[config.mk]
export PLATFORM = sky130hd
export DESIGN_NAME = lsu_axi_master
export DESIGN_NICKNAME = d
export VERILOG_FILES = /design/src/rtl/lsu_pkg.sv /design/src/rtl/lsu_lane_align.sv /design/src/rtl/lsu_axi_master.sv
export SDC_FILE = /design/constraint.sdc
export NUM_CORES = 1
export LEC_CHECK = 0
export ABC_AREA = 1
export BUFFER_PORTS_ARGS = -buffer_cell sky130_fd_sc_hd__buf_4
export CELL_PAD_IN_SITES_DETAIL_PLACEMENT = 0
export CELL_PAD_IN_SITES_GLOBAL_PLACEMENT = 2
export CORE_UTILIZATION = 23
export DETAILED_ROUTE_END_ITERATION = 6
export PLACE_DENSITY = 0.83
export SYNTH_ARGS = -nofsm -noshare
export SYNTH_HDL_FRONTEND = slang
export SYNTH_SLANG_ARGS = --single-unit
[constraint.sdc]
create_clock -name clk -period 1.9 [get_ports clk]
set_clock_uncertainty 0.2 [all_clocks]
set_input_delay 0.38 -clock clk [delete_from_list [all_inputs] [get_ports clk]]
set_output_delay 0.38 -clock clk [all_outputs]
set_load 0.05 [all_outputs]
[src/rtl/lsu_pkg.sv]
// Shared encodings for the load/store unit: access sizes, FSM states and AXI response codes.
// Optional feature macro used by lsu_axi_master: LSU_MISALIGN_TRAP_EN.
package lsu_pkg;

    localparam logic [1:0] SZ_B = 2'd0;
    localparam logic [1:0] SZ_H = 2'd1;
    localparam logic [1:0] SZ_W = 2'd2;
    localparam logic [1:0] SZ_D = 2'd3;

    localparam logic [1:0] RESP_OKAY   = 2'b00;
    localparam logic [1:0] RESP_SLVERR = 2'b10;
    localparam logic [1:0] RESP_DECERR = 2'b11;

    typedef enum logic [2:0] {
        StIdle,
        StRdAddr,
        StRdData,
        StWrReq,
        StWrResp,
        StRsp
    } lsu_state_e;

    // Byte-enable pattern for an access of the given size, before lane shifting.
    function automatic logic [7:0] size_mask(input logic [1:0] size);
        logic [7:0] m;
        unique case (size)
            SZ_B:    m = 8'h01;
            SZ_H:    m = 8'h03;
            SZ_W:    m = 8'h0f;
            default: m = 8'hff;
        endcase
        return m;
    endfunction

    // Low address bits that must be zero for a naturally aligned access.
    function automatic logic [2:0] align_mask(input logic [1:0] size);
        logic [2:0] m;
        unique case (size)
            SZ_B:    m = 3'b000;
            SZ_H:    m = 3'b001;
            SZ_W:    m = 3'b011;
            default: m = 3'b111;
        endcase
        return m;
    endfunction

endpackage

[src/rtl/lsu_lane_align.sv]
// Combinational byte-lane helper: store shift and strobes, load shift and sign/zero extension.
module lsu_lane_align
    import lsu_pkg::*;
#(
    parameter int unsigned DATA_W = 32,
    parameter int unsigned STRB_W = DATA_W / 8,
    parameter int unsigned OFF_W  = $clog2(STRB_W)
) (
    input  logic [OFF_W-1:0]  off_i,
    input  logic [1:0]        size_i,
    input  logic              unsigned_i,
    input  logic [DATA_W-1:0] st_data_i,
    output logic [DATA_W-1:0] st_data_o,
    output logic [STRB_W-1:0] st_strb_o,
    input  logic [DATA_W-1:0] ld_data_i,
    output logic [DATA_W-1:0] ld_data_o
);

    logic [7:0]        strb_full;
    logic [DATA_W-1:0] ld_sh;
    logic              sign;
    logic              fill;
    int                nbits;

    always_comb begin
        // Lanes shifted past the bus word fall off the top.
        strb_full = size_mask(size_i) << off_i;
        st_strb_o = strb_full[STRB_W-1:0];
        st_data_o = st_data_i << {off_i, 3'b000};

        ld_sh = ld_data_i >> {off_i, 3'b000};
        nbits = 8 << size_i;
        unique case (size_i)
            SZ_B:    sign = ld_sh[7];
            SZ_H:    sign = ld_sh[15];
            SZ_W:    sign = ld_sh[31];
            default: sign = ld_sh[DATA_W-1];
        endcase
        fill = sign & ~unsigned_i;
        for (int i = 0; i < DATA_W; i++) begin
            ld_data_o[i] = (i < nbits) ? ld_sh[i] : fill;
        end
    end

endmodule

[src/rtl/lsu_axi_master.sv]
// Single-outstanding load/store unit issuing one AXI4-Lite read or write per request.
// Optional misaligned-access trap enabled by defining LSU_MISALIGN_TRAP_EN.
module lsu_axi_master
    import lsu_pkg::*;
#(
    parameter int unsigned ADDR_W = 32,
    parameter int unsigned DATA_W = 32,
    parameter int unsigned STRB_W = DATA_W / 8
) (
    input  logic              clk,
    input  logic              rst_n,
    input  logic              req_valid_i,
    output logic              req_ready_o,
    input  logic              req_we_i,
    input  logic [1:0]        req_size_i,
    input  logic              req_unsigned_i,
    input  logic [ADDR_W-1:0] req_addr_i,
    input  logic [DATA_W-1:0] req_wdata_i,
    output logic              rsp_valid_o,
    input  logic              rsp_ready_i,
    output logic [DATA_W-1:0] rsp_rdata_o,
    output logic              rsp_err_o,
    output logic              rsp_misalign_o,
    output logic [ADDR_W-1:0] m_araddr_o,
    output logic              m_arvalid_o,
    input  logic              m_arready_i,
    input  logic [DATA_W-1:0] m_rdata_i,
    input  logic [1:0]        m_rresp_i,
    input  logic              m_rvalid_i,
    output logic              m_rready_o,
    output logic [ADDR_W-1:0] m_awaddr_o,
    output logic              m_awvalid_o,
    input  logic              m_awready_i,
    output logic [DATA_W-1:0] m_wdata_o,
    output logic [STRB_W-1:0] m_wstrb_o,
    output logic              m_wvalid_o,
    input  logic              m_wready_i,
    input  logic [1:0]        m_bresp_i,
    input  logic              m_bvalid_i,
    output logic              m_bready_o
);

    localparam int unsigned OFF_W = $clog2(STRB_W);

    lsu_state_e        state_q, state_d;
    logic [ADDR_W-1:0] addr_q, addr_d;
    logic [1:0]        size_q, size_d;
    logic              uns_q, uns_d;
    logic [DATA_W-1:0] wdata_q, wdata_d;
    logic [STRB_W-1:0] wstrb_q, wstrb_d;
    logic              aw_done_q, aw_done_d;
    logic              w_done_q, w_done_d;
    logic [DATA_W-1:0] rdata_q, rdata_d;
    logic              err_q, err_d;

    logic [OFF_W-1:0]  off_sel;
    logic [1:0]        size_sel;
    logic [DATA_W-1:0] st_data;
    logic [STRB_W-1:0] st_strb;
    logic [DATA_W-1:0] ld_data;
    logic              unused_resp_lsb;

    // Only the error bit of RRESP/BRESP matters; EXOKAY is treated as OKAY.
    assign unused_resp_lsb = m_rresp_i[0] ^ m_bresp_i[0];

    // Store alignment uses the live request; load alignment uses the latched one.
    assign off_sel  = (state_q == StIdle) ? req_addr_i[OFF_W-1:0] : addr_q[OFF_W-1:0];
    assign size_sel = (state_q == StIdle) ? req_size_i : size_q;

    lsu_lane_align #(
        .DATA_W (DATA_W),
        .STRB_W (STRB_W),
        .OFF_W  (OFF_W)
    ) u_lane_align (
        .off_i      (off_sel),
        .size_i     (size_sel),
        .unsigned_i (uns_q),
        .st_data_i  (req_wdata_i),
        .st_data_o  (st_data),
        .st_strb_o  (st_strb),
        .ld_data_i  (m_rdata_i),
        .ld_data_o  (ld_data)
    );

`ifdef LSU_MISALIGN_TRAP_EN
    logic misalign_q, misalign_d;
    logic req_misalign;
    assign req_misalign   = |(req_addr_i[2:0] & align_mask(req_size_i));
    assign rsp_misalign_o = misalign_q;
`else
    assign rsp_misalign_o = 1'b0;
`endif

    always_comb begin
        state_d   = state_q;
        addr_d    = addr_q;
        size_d    = size_q;
        uns_d     = uns_q;
        wdata_d   = wdata_q;
        wstrb_d   = wstrb_q;
        aw_done_d = aw_done_q;
        w_done_d  = w_done_q;
        rdata_d   = rdata_q;
        err_d     = err_q;
`ifdef LSU_MISALIGN_TRAP_EN
        misalign_d = misalign_q;
`endif
        req_ready_o = 1'b0;
        rsp_valid_o = 1'b0;
        m_arvalid_o = 1'b0;
        m_rready_o  = 1'b0;
        m_awvalid_o = 1'b0;
        m_wvalid_o  = 1'b0;
        m_bready_o  = 1'b0;

        unique case (state_q)
            StIdle: begin
                req_ready_o = 1'b1;
                if (req_valid_i) begin
                    addr_d    = req_addr_i;
                    size_d    = req_size_i;
                    uns_d     = req_unsigned_i;
                    aw_done_d = 1'b0;
                    w_done_d  = 1'b0;
                    rdata_d   = '0;
                    err_d     = 1'b0;
                    if (req_we_i) begin
                        wdata_d = st_data;
                        wstrb_d = st_strb;
                        state_d = StWrReq;
                    end else begin
                        state_d = StRdAddr;
                    end
`ifdef LSU_MISALIGN_TRAP_EN
                    misalign_d = 1'b0;
                    if (req_misalign) begin
                        err_d      = 1'b1;
                        misalign_d = 1'b1;
                        state_d    = StRsp;
                    end
`endif
                end
            end
            StRdAddr: begin
                m_arvalid_o = 1'b1;
                if (m_arready_i) state_d = StRdData;
            end
            StRdData: begin
                m_rready_o = 1'b1;
                if (m_rvalid_i) begin
                    err_d   = m_rresp_i[1];
                    rdata_d = m_rresp_i[1] ? '0 : ld_data;
                    state_d = StRsp;
                end
            end
            StWrReq: begin
                m_awvalid_o = ~aw_done_q;
                m_wvalid_o  = ~w_done_q;
                aw_done_d   = aw_done_q | m_awready_i;
                w_done_d    = w_done_q | m_wready_i;
                if (aw_done_d && w_done_d) state_d = StWrResp;
            end
            StWrResp: begin
                m_bready_o = 1'b1;
                if (m_bvalid_i) begin
                    err_d   = m_bresp_i[1];
                    state_d = StRsp;
                end
            end
            StRsp: begin
                rsp_valid_o = 1'b1;
                if (rsp_ready_i) state_d = StIdle;
            end
            default: state_d = StIdle;
        endcase
    end

    always_ff @(posedge clk or negedge rst_n) begin
        if (!rst_n) begin
            state_q   <= StIdle;
            addr_q    <= '0;
            size_q    <= SZ_B;
            uns_q     <= 1'b0;
            wdata_q   <= '0;
            wstrb_q   <= '0;
            aw_done_q <= 1'b0;
            w_done_q  <= 1'b0;
            rdata_q   <= '0;
            err_q     <= 1'b0;
        end else begin
            state_q   <= state_d;
            addr_q    <= addr_d;
            size_q    <= size_d;
            uns_q     <= uns_d;
            wdata_q   <= wdata_d;
            wstrb_q   <= wstrb_d;
            aw_done_q <= aw_done_d;
            w_done_q  <= w_done_d;
            rdata_q   <= rdata_d;
            err_q     <= err_d;
        end
    end

`ifdef LSU_MISALIGN_TRAP_EN
    always_ff @(posedge clk or negedge rst_n) begin
        if (!rst_n) misalign_q <= 1'b0;
        else        misalign_q <= misalign_d;
    end
`endif

    assign m_araddr_o  = addr_q;
    assign m_awaddr_o  = addr_q;
    assign m_wdata_o   = wdata_q;
    assign m_wstrb_o   = wstrb_q;
    assign rsp_rdata_o = rdata_q;
    assign rsp_err_o   = err_q;

endmodule

**Yosys cells after proc, flatten, opt, wreduce, memory -nomap -nowiden**

Index checks and enable logic that the tools add are counted.

- $lt $le $gt $ge: 32
- Equal/unequal tests: 13
- Shift operators: 4
- Mux-type cells: 61
- Bitwise gates (word level): 6
- Reduce and logical (&&, ||, !) cells: 12

Operators by type and width:

| kind | number |
|---|---|
| less-than comparator 6 x 32 -> 1 bit (first input constant) | 16 |
| less-than comparator 5 x 32 -> 1 bit (first input constant) | 8 |
| less-than comparator 4 x 32 -> 1 bit (first input constant) | 4 |
| two-way mux 32 bit | 3 |
| less-than comparator 3 x 32 -> 1 bit (first input constant) | 2 |
| one-hot mux 32 bit (2 select lines) | 1 |
| two-way mux 1 bit | 42 |
| less-than comparator 1 x 32 -> 1 bit (first input constant) | 1 |
| less-than comparator 2 x 32 -> 1 bit (first input constant) | 1 |
| << shifter 32 x 5 -> 32 bit | 1 |
| << shifter 4 x 2 -> 32 bit (first input constant) | 1 |
| right shift 32 x 5 -> 32 bit | 1 |
| one-hot mux 8 bit (3 select lines) | 1 |
| two-way mux 3 bit | 6 |
| one-hot mux 3 bit (6 select lines) | 1 |
| != test 2 bit (second input constant) | 6 |
| << shifter 8 x 2 -> 4 bit | 1 |
| == test 3 x 2 -> 1 bit (second input constant) | 2 |
| == test 3 bit (second input constant) | 2 |
| two-way mux 2 bit | 3 |
| one-hot mux 1 bit (2 select lines) | 3 |
| AND reduction 3 bit | 2 |
| AND reduction 6 bit | 1 |
| AND reduction 2 bit | 2 |
| other kinds (13) | 17 |

- Register bits: 109

**Depth between registers and ports, before layout**

Gate-level depths: netlist of the first run.

- Depth after elaboration: 9
- Mapped depth: 13
- Gate-level depth less buffers: 12

**By module**

Synthesis of the first run repeated with hierarchy kept, for this count alone.

- Cell total of the unflattened synthesis: 834
- Area, all modules: 6044.5 um^2

Modules (own cells, without submodules):

| module | instances | cells an instance | area each (um^2) | seq. area each (um^2) |
|---|---|---|---|---|
| lsu_axi_master | 1 | 557 | 4788.3 | 2727.6 |
| lsu_lane_align | 1 | 277 | 1256.2 | 0.0 |

**Worst setup path after synthesis of the first run**

Ideal clock, no wire load.

- Path type: register to register
- From: register state_q[1]
- To: register err_q, in the netlist rsp_err_o
- Library setup time: 0.125 ns
- Arrival time: 2.022 ns
- Setup slack: -0.446 ns
- Cell stages (with the launch flop): 9
- Path buffers: 0
- Clock period less this slack: 2.346 ns
- Path through: dfrtp_1 > inv_1 > nand2_1 > nor2_1 > nand2_1 > nand3_1 > nor2_2 > nand2_1 > mux2_2

- Cells in the longest elaborated chain, start to end: 3
- Elaborated cells on any way between the ends: 9

Ends and longest elaborated chain:

| item | line | text |
|---|---|---|
| start: declaration | lsu_axi_master.sv:45 | `lsu_state_e state_q, state_d;` |
| start signal: assignment | lsu_axi_master.sv:180 | `state_q <= StIdle;` |
| start signal: assignment | lsu_axi_master.sv:191 | `state_q <= state_d;` |
| == test 3 bit, or another cell as far along | lsu_axi_master.sv:116 | `unique case (state_q)` |
| != test 2 bit (no line) / nonzero test 3 bit (equally long branches) | - |  |
| AND reduction 4 bit (no line) | - |  |
| end signal: assignment | lsu_axi_master.sv:200 | `err_q <= err_d;` |
| end: declaration | lsu_axi_master.sv:54 | `logic err_q, err_d;` |

Several ways; a longest one is shown, not always the timed one.
A chain may end at the register's enable or synchronous reset.

**Worst setup path after layout of the first run**

- From: register state_q[1]
- To: register rdata_q[13], in the netlist rsp_rdata_o[13]

- Cells in the longest elaborated chain, start to end: 9
- Elaborated cells on any way between the ends: 19

Ends and longest elaborated chain:

| item | line | text |
|---|---|---|
| parallel branches: the longest is 9 deep, another holds less-than comparator 5 x 32 -> 1 bit | - |  |
| end signal: assignment | lsu_axi_master.sv:199 | `rdata_q <= rdata_d;` |
| end: declaration | lsu_axi_master.sv:53 | `logic [DATA_W-1:0] rdata_q, rdata_d;` |

Several ways; the timed one is not identified. The select of a mux whose other input is x is not followed.

==> results of run 1 <==
-- per-stage QoR --
| stage | utilization (%) | worst slack, ns |
|---|---|---|
| 2_1_floorplan | - | -0.1911 |
| 3_3_place_gp | 33.72 | -0.1592 |
| 3_5_place_dp | 33.72 | -0.2010 |
| 4_1_cts | 36.62 | -0.1250 |
| 5_1_grt | 39.34 | -0.2548 |
| 6_report | 39.34 | -0.1588 |
-- cell usage in the layout, fill, tap and decap left out, types with 17 or more instances in the layout --
| cell type | n |
|---|---|
| a21oi_1 | 33 |
| inv_1 | 42 |
| o21ai_1 | 20 |
| buf_4 | 293 |
| buf_6 | 17 |
| dfrtp_1 | 108 |
| nand2_2 | 19 |
| o21ai_2 | 23 |
| nand2_1 | 268 |
| nor2_1 | 19 |
-- routing by layer --
layer  global-route usage, %  vias up
met5                       0        -
met4                   4.117        0
met3                   3.493       18
met2                   27.04      163
met1                   21.53     2827
li1                        -     2958
-- layout make-up --
| cell class | instances | area share, % |
|---|---|---|
| inverter | 54 | 2.495 |
| timing repair buffer | 343 | 31.61 |
| clock inverter | 3 | 0.2327 |
| multi-input combinational | 521 | 30.74 |
| sequential | 109 | 28.19 |
| tap | 324 | 4.188 |
| clock buffer | 12 | 2.547 |
-- timing repair --
item | 4_1_cts | 5_1_grt
gates cloned | 5 | 6
resized for setup | 73 | 119
pin swaps | 11 | 46
endpoints found under the setup margin | 73 | 96
hold buffers | 1 | 0
setup buffers | 13 | 13
endpoints found under the hold margin | 109 | 0
-- flip-flops by register name, indices dropped and copies added, names as in the netlist --
name / count
state_q: 3
size_q: 2
aw_done_q: 1
rsp_rdata_o: 32
rsp_err_o: 1
uns_q: 1
w_done_q: 1
m_wstrb_o: 4
m_araddr_o: 32
m_wdata_o: 32
-- kinds of logic after synthesis --
logic type | share of synthesized area (%)
simple gates | 27.05
flops | 46.76
buf+inv | 10.70
mux | 0.3646
other cells | 0.06429
compound gates | 15.06
-- path summary, 6_finish.rpt --
| path | depth (start not counted) | start | end | slack [ns] |
|---|---|---|---|---|
| max in group asynchronous | 3 | rst_n | m_araddr_o[0] | 0.67 |
| worst min-delay path | 3 | req_addr_i[11] | m_araddr_o[11] | 0.02 |
| min in group asynchronous | 3 | rst_n | m_wdata_o[31] | 0.41 |
| worst max register to register | 13 | state_q[1] | rsp_rdata_o[13] | -0.16 |
| worst min register to register | 2 | m_wdata_o[25] | m_wdata_o[25] | 0.28 |
| worst max-delay path | 13 | state_q[1] | rsp_rdata_o[13] | -0.16 |
-- critical path, cell delays in order (launching register included) --
cell     delay (ns)
dfrtp_1        0.42
nor2_4         0.22
nand2_8        0.10
buf_12         0.14
nand2_4        0.05
o21ai_4        0.06
buf_12         0.14
nor2_8         0.13
nand3_4        0.10
nand2_4        0.08
nand2_4        0.06
buf_12         0.13
nand2_1        0.07
nand2_1        0.05
==> out/metrics.cfg, run 1 <==
[detailed_routing]
routed_wl_um = 21910
top_layer = met4
first_iter_violations = 478
wl_met3_um = 1252
drt_first_pass_iters = 6
detail-route-antenna-nets = 0
met2_wirelength_um = 10800
routedWlPerCell_um = 16.04
via_per_inst = 4.367
drcViolationCount = 0
vias = 5966
met1_length_um = 9620

[layout]
finalNetCount = 1151
syn2layout_area_growth_pct = 65.94
fin_area_um2 = 9679
seqCellArea_um2 = 2729
diodes = 0
fin_cells = 1366
fillers = 2547
drive_gt1_share_pct = 45.39
multi_input_area_um2 = 2975

[logic_synthesis]
ys_top_cells_by_count = 295 x nand2_1, 109 x dfrtp_1, 48 x inv_1
synth.area.top_cells = dfrtp_1 47%, nand2_1 19%, buf_4 4.6%
ys_seq_area_share_pct = 46.76
synth_top_area_cell = dfrtp_1
yosys_warnings = 0
async_reset_ff_share_pct = 100.0
synth_cell_type_count = 35
yosysMostFrequentCell = nand2_1
syn_nets = 862
synth_top_area_share_pct = 46.76
avgSynthCellArea_um2 = 7.788
postSynthCellCount = 749
synth.cell_area_um2 = 5833
synth_edf_count = 0
synthFlopType = dfrtp_1
ys_ff_latch = 109

[grt]
grtUsageTotal_pct = 16.32
grt_pass1_vias = 5808
antenna_found_initial = 0
grt_max_degree = 84
grt_pass1_wl_um = 32900
globalRouteOverflowTotal = 0

[setup_path]
end_kind = flop
cp_max_fo = 7
arrival_ns = 2.11
cp-start-kind = flop
required_ns = 1.95
path_class = reg2reg

[floorplan]
die_w_um = 161.3
core_area_um2 = 24600
die_h_um = 161.3
ioPinCount = 254
num_rows = 57
start_util_pct = 23.71
die_area_um2 = 26000

[timing]
setup_viol = 69
period_share_pct = 108.4
setup_tns_ns = -6.909
fin_hold_ws_ns = 0.01741
final_hold_viol_count = 0
max_clock_freq_ghz = 0.4857
rsz0062_at_grt = yes
timing.final.ws_setup_ns = -0.1588
post-route-min-period_ns = 2.059
drv_slew = 0

[hold_path]
hp-class = in2reg

[place]
dp_hpwl_um = 15060
dp.cells = 1317
placed_area_um2 = 8298
gp_congestion = 0.8007
numPortBuffers = 250

[clock_tree]
htree_levels = 3
clkSinkCount = 109
path_clk_slew_ns = 0.07
cts_buffers = 9
ctsLongestPathBuffers = 2
clk_latency_ns = 0.36
clk_root_buffer_cell = clkbuf_16
cts_tree = built

[flow_run]
maxCapViolCount = 0

[status]
violations = setup timing
outcome = finished, violations left

Power of run 1 is not shown: default switching activity piles up to over one toggle a cycle in this logic, so the estimate is an artifact.
==> run 2: changes to the inputs <==
--- a/config.mk
+++ b/config.mk
@@ -7,9 +7,9 @@
 export LEC_CHECK = 0
 export ABC_AREA = 1
 export BUFFER_PORTS_ARGS = -buffer_cell sky130_fd_sc_hd__buf_4
-export CELL_PAD_IN_SITES_DETAIL_PLACEMENT = 0
-export CELL_PAD_IN_SITES_GLOBAL_PLACEMENT = 2
-export CORE_UTILIZATION = 23
+export CELL_PAD_IN_SITES_DETAIL_PLACEMENT = 1
+export CELL_PAD_IN_SITES_GLOBAL_PLACEMENT = 1
+export CORE_UTILIZATION = 30
 export DETAILED_ROUTE_END_ITERATION = 6
 export PLACE_DENSITY = 0.83
 export SYNTH_ARGS = -nofsm -noshare
==> run 2 against run 1 <==
  * The flow still finishes with violations (setup timing)
  * Core utilization rose by 12 points
  * Worst hold slack got worse by 0.0089 ns
  * Global-route usage grew 5.8 points
  * First-iteration DRC count shrank 27%
  * Cell area rose by 0.92%
  * Critical path type unchanged
  * Critical endpoint is now rsp_rdata_o[29]
  * Highest routed layer unchanged
==> out/metrics.cfg, run 2 (synthesis gave the netlist of run 1 again) <==
[floorplan]
die_h_um = 141.4  ; -12%
ioPinCount = 254  ; unchanged
core_area_um2 = 18890  ; -23%
die_area_um2 = 20010  ; -23%
die_w_um = 141.4  ; -12%
num_rows = 50  ; -12%
start_util_pct = 30.87  ; +7.2 points

[detailed_routing]
detail-route-antenna-nets = 0  ; unchanged
routed_wl_um = 25130  ; +15%
vias = 6481  ; +8.6%
via_per_inst = 4.891  ; +12%
drt_first_pass_iters = 4  ; -2
routedWlPerCell_um = 18.97  ; +18%
first_iter_violations = 351  ; -27%
drcViolationCount = 0  ; unchanged

[timing]
post-route-min-period_ns = 2.185  ; +0.1266 ns
drv_slew = 0  ; unchanged
final_hold_viol_count = 0  ; unchanged
rsz0062_at_grt = yes
fin_hold_ws_ns = 0.008556  ; -0.008858 ns
timing.final.ws_setup_ns = -0.2854  ; -0.1266 ns
setup_viol = 78  ; +13%
max_clock_freq_ghz = 0.4576  ; -5.8%
period_share_pct = 115.0  ; +6.7 points

[status]
outcome = finished, violations left
violations = setup timing

[grt]
grt_pass1_wl_um = 33960  ; +3.2%
globalRouteOverflowTotal = 0  ; unchanged
grt_max_degree = 63  ; -25%
grtUsageTotal_pct = 22.14  ; +5.8 points
antenna_found_initial = 0  ; unchanged
grt_pass1_vias = 6273  ; +8.0%

[place]
dp_hpwl_um = 15840  ; +5.2%
numPortBuffers = 250  ; unchanged
gp_congestion = 0.8247  ; +3.0%
placed_area_um2 = 8248  ; -0.60%

[flow_run]
maxCapViolCount = 0  ; unchanged

[hold_path]
min_path_cells = 3  ; unchanged
min_from = req_addr_i[7]
holdPathEnd = m_araddr_o[7]
hp-class = in2reg

[layout]
diodes = 0  ; unchanged
seqCellArea_um2 = 2729  ; unchanged
layout_common_cells = 312 x buf_4, 270 x nand2_1, 108 x dfrtp_1
fillers = 2266  ; -11%
drive_gt1_share_pct = 46.76  ; +1.4 points
final_common_cell = buf_4
finish.utilization_pct = 51.70  ; +12 points
multi_input_area_um2 = 2982  ; +0.21%
syn2layout_area_growth_pct = 67.46
finalNetCount = 1174  ; +2.0%
fin_area_um2 = 9768  ; +0.92%

[clock_tree]
path_clk_slew_ns = 0.08  ; about the same
clk_latency_ns = 0.36  ; about the same
cts_buffers = 9  ; unchanged
htree_levels = 3  ; unchanged
clkSinkCount = 109  ; unchanged
cts_tree = built
clk_root_buffer_cell = clkbuf_16
ctsLongestPathBuffers = 2  ; unchanged

[setup_path]
crit_path_max_incr_delay_ns = 0.41  ; about the same
timing.reg2reg.setup_slack_ns = -0.29  ; -0.13 ns
r2r_start = state_q[1]
arrival_ns = 2.24  ; +0.13 ns
cp_max_fo = 8  ; +1
required_ns = 1.95  ; about the same
rr_worst_depth = 13  ; unchanged
path_class = reg2reg
rr_endpoint = rsp_rdata_o[29]
cpMostUsedCell = nand2_1
path_cells = nor2_4, buf_12, nand2_8, nand2_2, nand2_4, nand2_1, nand3_1, nand2_1, nand2_2, nand3_4, nand2_4, nand2_1, nand2_1
cp-start-kind = flop
cpMaxStageDelayCell = dfrtp_1
end_kind = flop

==> run 2: repair_timing <==
item | 4_1_cts | 5_1_grt
setup buffers | 17 | 26
gates cloned | 3 | 8
setup endpoints to repair | 85 | 114
gates resized for setup | 79 | 111
pin swaps | 14 | 25
endpoints found under the hold margin | 110 | 0
hold buffers | 2 | 0
==> run 2: final cells by class <==
class	instances	area share [%]
clock inverters	6	0.5508
well taps	260	3.330
repair inverters	1	0.08966
flip-flops and latches	109	27.94
repair buffers	365	32.80
inverters	54	2.459
clock buffers	9	2.306
multi-input cells	521	30.52
==> run 2: how the worst max path moves through the flow <==
stage / end / depth (start not counted) / from / slack [ns]
global placement: m_wdata_o[25] / 9 / state_q[1] / -0.15
global route: rsp_rdata_o[29] / 13 / state_q[0] / -0.39
detailed placement: rsp_rdata_o[24] / 12 / state_q[1] / -0.20
CTS: rsp_rdata_o[29] / 12 / state_q[0] / -0.17
finish: rsp_rdata_o[29] / 13 / state_q[1] / -0.29
floorplan: rsp_err_o / 8 / state_q[1] / -0.19
==> run 2: metal layers <==
layer	global-route usage (%)	share of wire, %	routed length (µm)	up-vias
met1	27.05	40	9956	3231
met2	39.21	53	13220	207
met5	0	0	0	-
met4	8.206	2.8	699	0
li1	-	-	-	2999
met3	3.577	5.0	1258	44
==> run 2: through the flow <==
| step | setup slack, ns | instances | TNS, ns |
|---|---|---|---|
| after global placement | -0.1479 | 1257 | -3.913 |
| after detailed placement | -0.1991 | 1257 | -7.057 |
| after CTS | -0.1749 | 1293 | -6.688 |
| after global routing | -0.3878 | 1325 | -19.61 |
| final | -0.2854 | 1325 | -11.97 |
| after floorplan | -0.1911 | 749 | -1.347 |
==> run 2: worst max-delay path, delay by kind of cell, from the launching register on <==
| kind | cells | cell delay [ns] |
|---|---|---|
| buffers and inverters | 1 | 0.13 |
| DFF | 1 | 0.41 |
| and+or+nand+nor | 12 | 1.33 |
Power of run 2 is left out for the same reason.
==> run 3: changes to the inputs <==
==> constraint.sdc (replaced) <==
create_clock -name clk -period 1.9 [get_ports clk]
set_clock_uncertainty 0.2 [all_clocks]
set_input_delay 0 -clock clk [delete_from_list [all_inputs] [get_ports clk]]
set_output_delay 0 -clock clk [all_outputs]
set_load 0.05 [all_outputs]
==> run 3 against run 2 <==
  * The flow still finishes with violations (setup timing)
  * Final cell count up 5.4%
  * First-iteration DRC count up 21%
  * Non-clock buffer count up 71
  * Cell area up 5.9%
  * Flip-flop and latch count unchanged
  * Sequential share of layout area down 1.5 points
  * Global-route usage up 4.7 points
  * Via count up 7.6%
  * Maximum frequency down 0.51%
  * Register-to-register slack about the same
  * Critical endpoint unchanged
  * Largest cell class unchanged
==> out/metrics.cfg, run 3 (synthesis gave the netlist of run 1 again) <==
[floorplan]
ioPinCount = 254  ; unchanged
core_area_um2 = 18890  ; unchanged
die_h_um = 141.4  ; unchanged
start_util_pct = 30.87  ; unchanged
die_w_um = 141.4  ; unchanged
num_rows = 50  ; unchanged
die_area_um2 = 20010  ; unchanged

[detailed_routing]
routedWlPerCell_um = 20.37  ; +7.4%
first_iter_violations = 424  ; +21%
detail-route-antenna-nets = 0  ; unchanged
via_per_inst = 4.991  ; +2.0%
routed_wl_um = 28460  ; +13%
drcViolationCount = 0  ; unchanged
drt_first_pass_iters = 7  ; +3
vias = 6972  ; +7.6%

[timing]
max_clock_freq_ghz = 0.4553  ; -0.51%
period_share_pct = 115.6  ; +0.58 points
fin_hold_ws_ns = 0.008798  ; +0.0002412 ns
post-route-min-period_ns = 2.197  ; +0.01111 ns
final_hold_viol_count = 0  ; unchanged
timing.final.ws_setup_ns = -0.2965  ; -0.01111 ns
drv_slew = 0  ; unchanged
setup_viol = 68  ; -13%
rsz0062_at_grt = yes

[layout]
finalNetCount = 1244  ; +6.0%
syn2layout_area_growth_pct = 77.31
layout_common_cells = 302 x buf_4, 273 x nand2_1, 105 x dfrtp_1
final_common_cell = buf_4
finish.utilization_pct = 54.74  ; +3.0 points
drive_gt1_share_pct = 41.32  ; -5.4 points

[clock_tree]
clkSinkCount = 109  ; unchanged
clk_root_buffer_cell = clkbuf_16
path_clk_slew_ns = 0.08  ; about the same
ctsLongestPathBuffers = 2  ; unchanged
htree_levels = 3  ; unchanged
clk_latency_ns = 0.36  ; about the same
cts_tree = built
cts_buffers = 9  ; unchanged

[power]
ir_worst_vdd_uv = 1003
power.density_cell_area_nw_per_um2 = 2209
power_leakage_nw = 5.343

[flow_run]
maxCapViolCount = 0  ; unchanged

[hold_path]
hp-class = in2async

[place]
numPortBuffers = 250  ; unchanged
dp_hpwl_um = 16750  ; +5.7%
gp_congestion = 0.9221  ; +12%

[grt]
grtUsageTotal_pct = 26.89  ; +4.7 points
grt_pass1_vias = 7527  ; +20%
grt_max_degree = 42  ; -33%
globalRouteOverflowTotal = 0  ; unchanged
grt_pass1_wl_um = 41170  ; +21%
antenna_found_initial = 1  ; +1

[status]
violations = setup timing
outcome = finished, violations left

[setup_path]
end_kind = flop
cp-start-kind = flop
arrival_ns = 2.29  ; +0.05 ns
cp_max_fo = 11  ; +3
required_ns = 1.99  ; +0.04 ns
path_class = reg2reg

run 3: cell count changes in the layout (fill, tap and decap cells not counted), sizes merged:
| cell | previous run | this run |
|---|---|---|
| nor2 | 37 | 38 |
| clkinvlp | 1 | 3 |
| diode | 0 | 2 |
| buf | 359 | 333 |
| inv | 59 | 53 |
| clkbuf | 13 | 11 |
| dlygate4sd3 | 2 | 101 |
| nand2 | 307 | 306 |
| clkinv | 1 | 4 |
run 3: final timing paths:
path	from	slack, ns	to	cells after the start
max in group asynchronous	rst_n	1.14	m_araddr_o[29]	3
max	state_q[1]	-0.30	rsp_rdata_o[29]	11
max reg2reg	state_q[1]	-0.30	rsp_rdata_o[29]	11
min reg2reg	rsp_rdata_o[24]	0.28	rsp_rdata_o[24]	2
min	rst_n	0.009	m_wdata_o[28]	3
min in group clk	m_bvalid_i	0.03	state_q[2]	7
run 3: through the flow:
stage / instances / area (µm²) / power (mW) / TNS, ns / setup WS [ns]
after floorplan: 749 / 5932 / 13.51 / -0.5976 / -0.05087
final: 1397 / 10340 / 22.85 / -9.063 / -0.2965
after CTS: 1390 / 10010 / 21.57 / -5.156 / -0.1264
after detailed placement: 1261 / 8333 / 18.27 / -6.690 / -0.1629
after global placement: 1261 / 8333 / 17.95 / -2.261 / -0.09234
after global routing: 1396 / 10340 / 23.78 / -14.84 / -0.3465
run 3: cell type report:
cell class / count / area (µm²)
flip-flops and latches: 109 / 2733
clock inverters: 6 / 50.05
inverters: 54 / 222.7
diodes: 2 / 5.005
fillers: 2210 / 8551
clock buffers: 9 / 225.2
multi-input cells: 521 / 2950
repair buffers: 436 / 3831
well taps: 260 / 325.3
run 3: per-layer routing:
layer  up-vias  routed length (µm)  global-route usage [%]
met5         -                   0                       0
met4         0                1292                   14.60
met3        96                1596                   4.556
met2       308               14880                   48.88
met1      3430               10690                   29.92
li1       3138                   -                       -
run 3: worst max-delay path, stage by stage (launching register included):
cell and delay, ns:
dfrtp_2 0.43, nor2_4 0.19, nand2_8 0.11, nand2_2 0.12
nand2_4 0.12, buf_4 0.20, nor2_1 0.23, buf_4 0.16
nand2_1 0.06, a21oi_2 0.14, nand2_2 0.08, nand2_2 0.08
run 3: power by group:
| part | leakage [nW] | internal (mW) | total [mW] | switching, mW |
|---|---|---|---|---|
| Clock | 0.133 | 0.899 | 1.86 | 0.957 |
| Sequential | 1.41 | 3.39 | 4.28 | 0.898 |
| Combinational | 3.80 | 5.81 | 16.7 | 10.9 |
run 3: what timing repair did:
action,4_1_cts,5_1_grt
setup buffers,8,3
hold endpoints to repair,204,0
pin swaps,25,19
resized for setup,66,68
gates cloned,4,3
hold buffers,102,0
setup endpoints to repair,66,80
(Power assumes the default switching activity.)
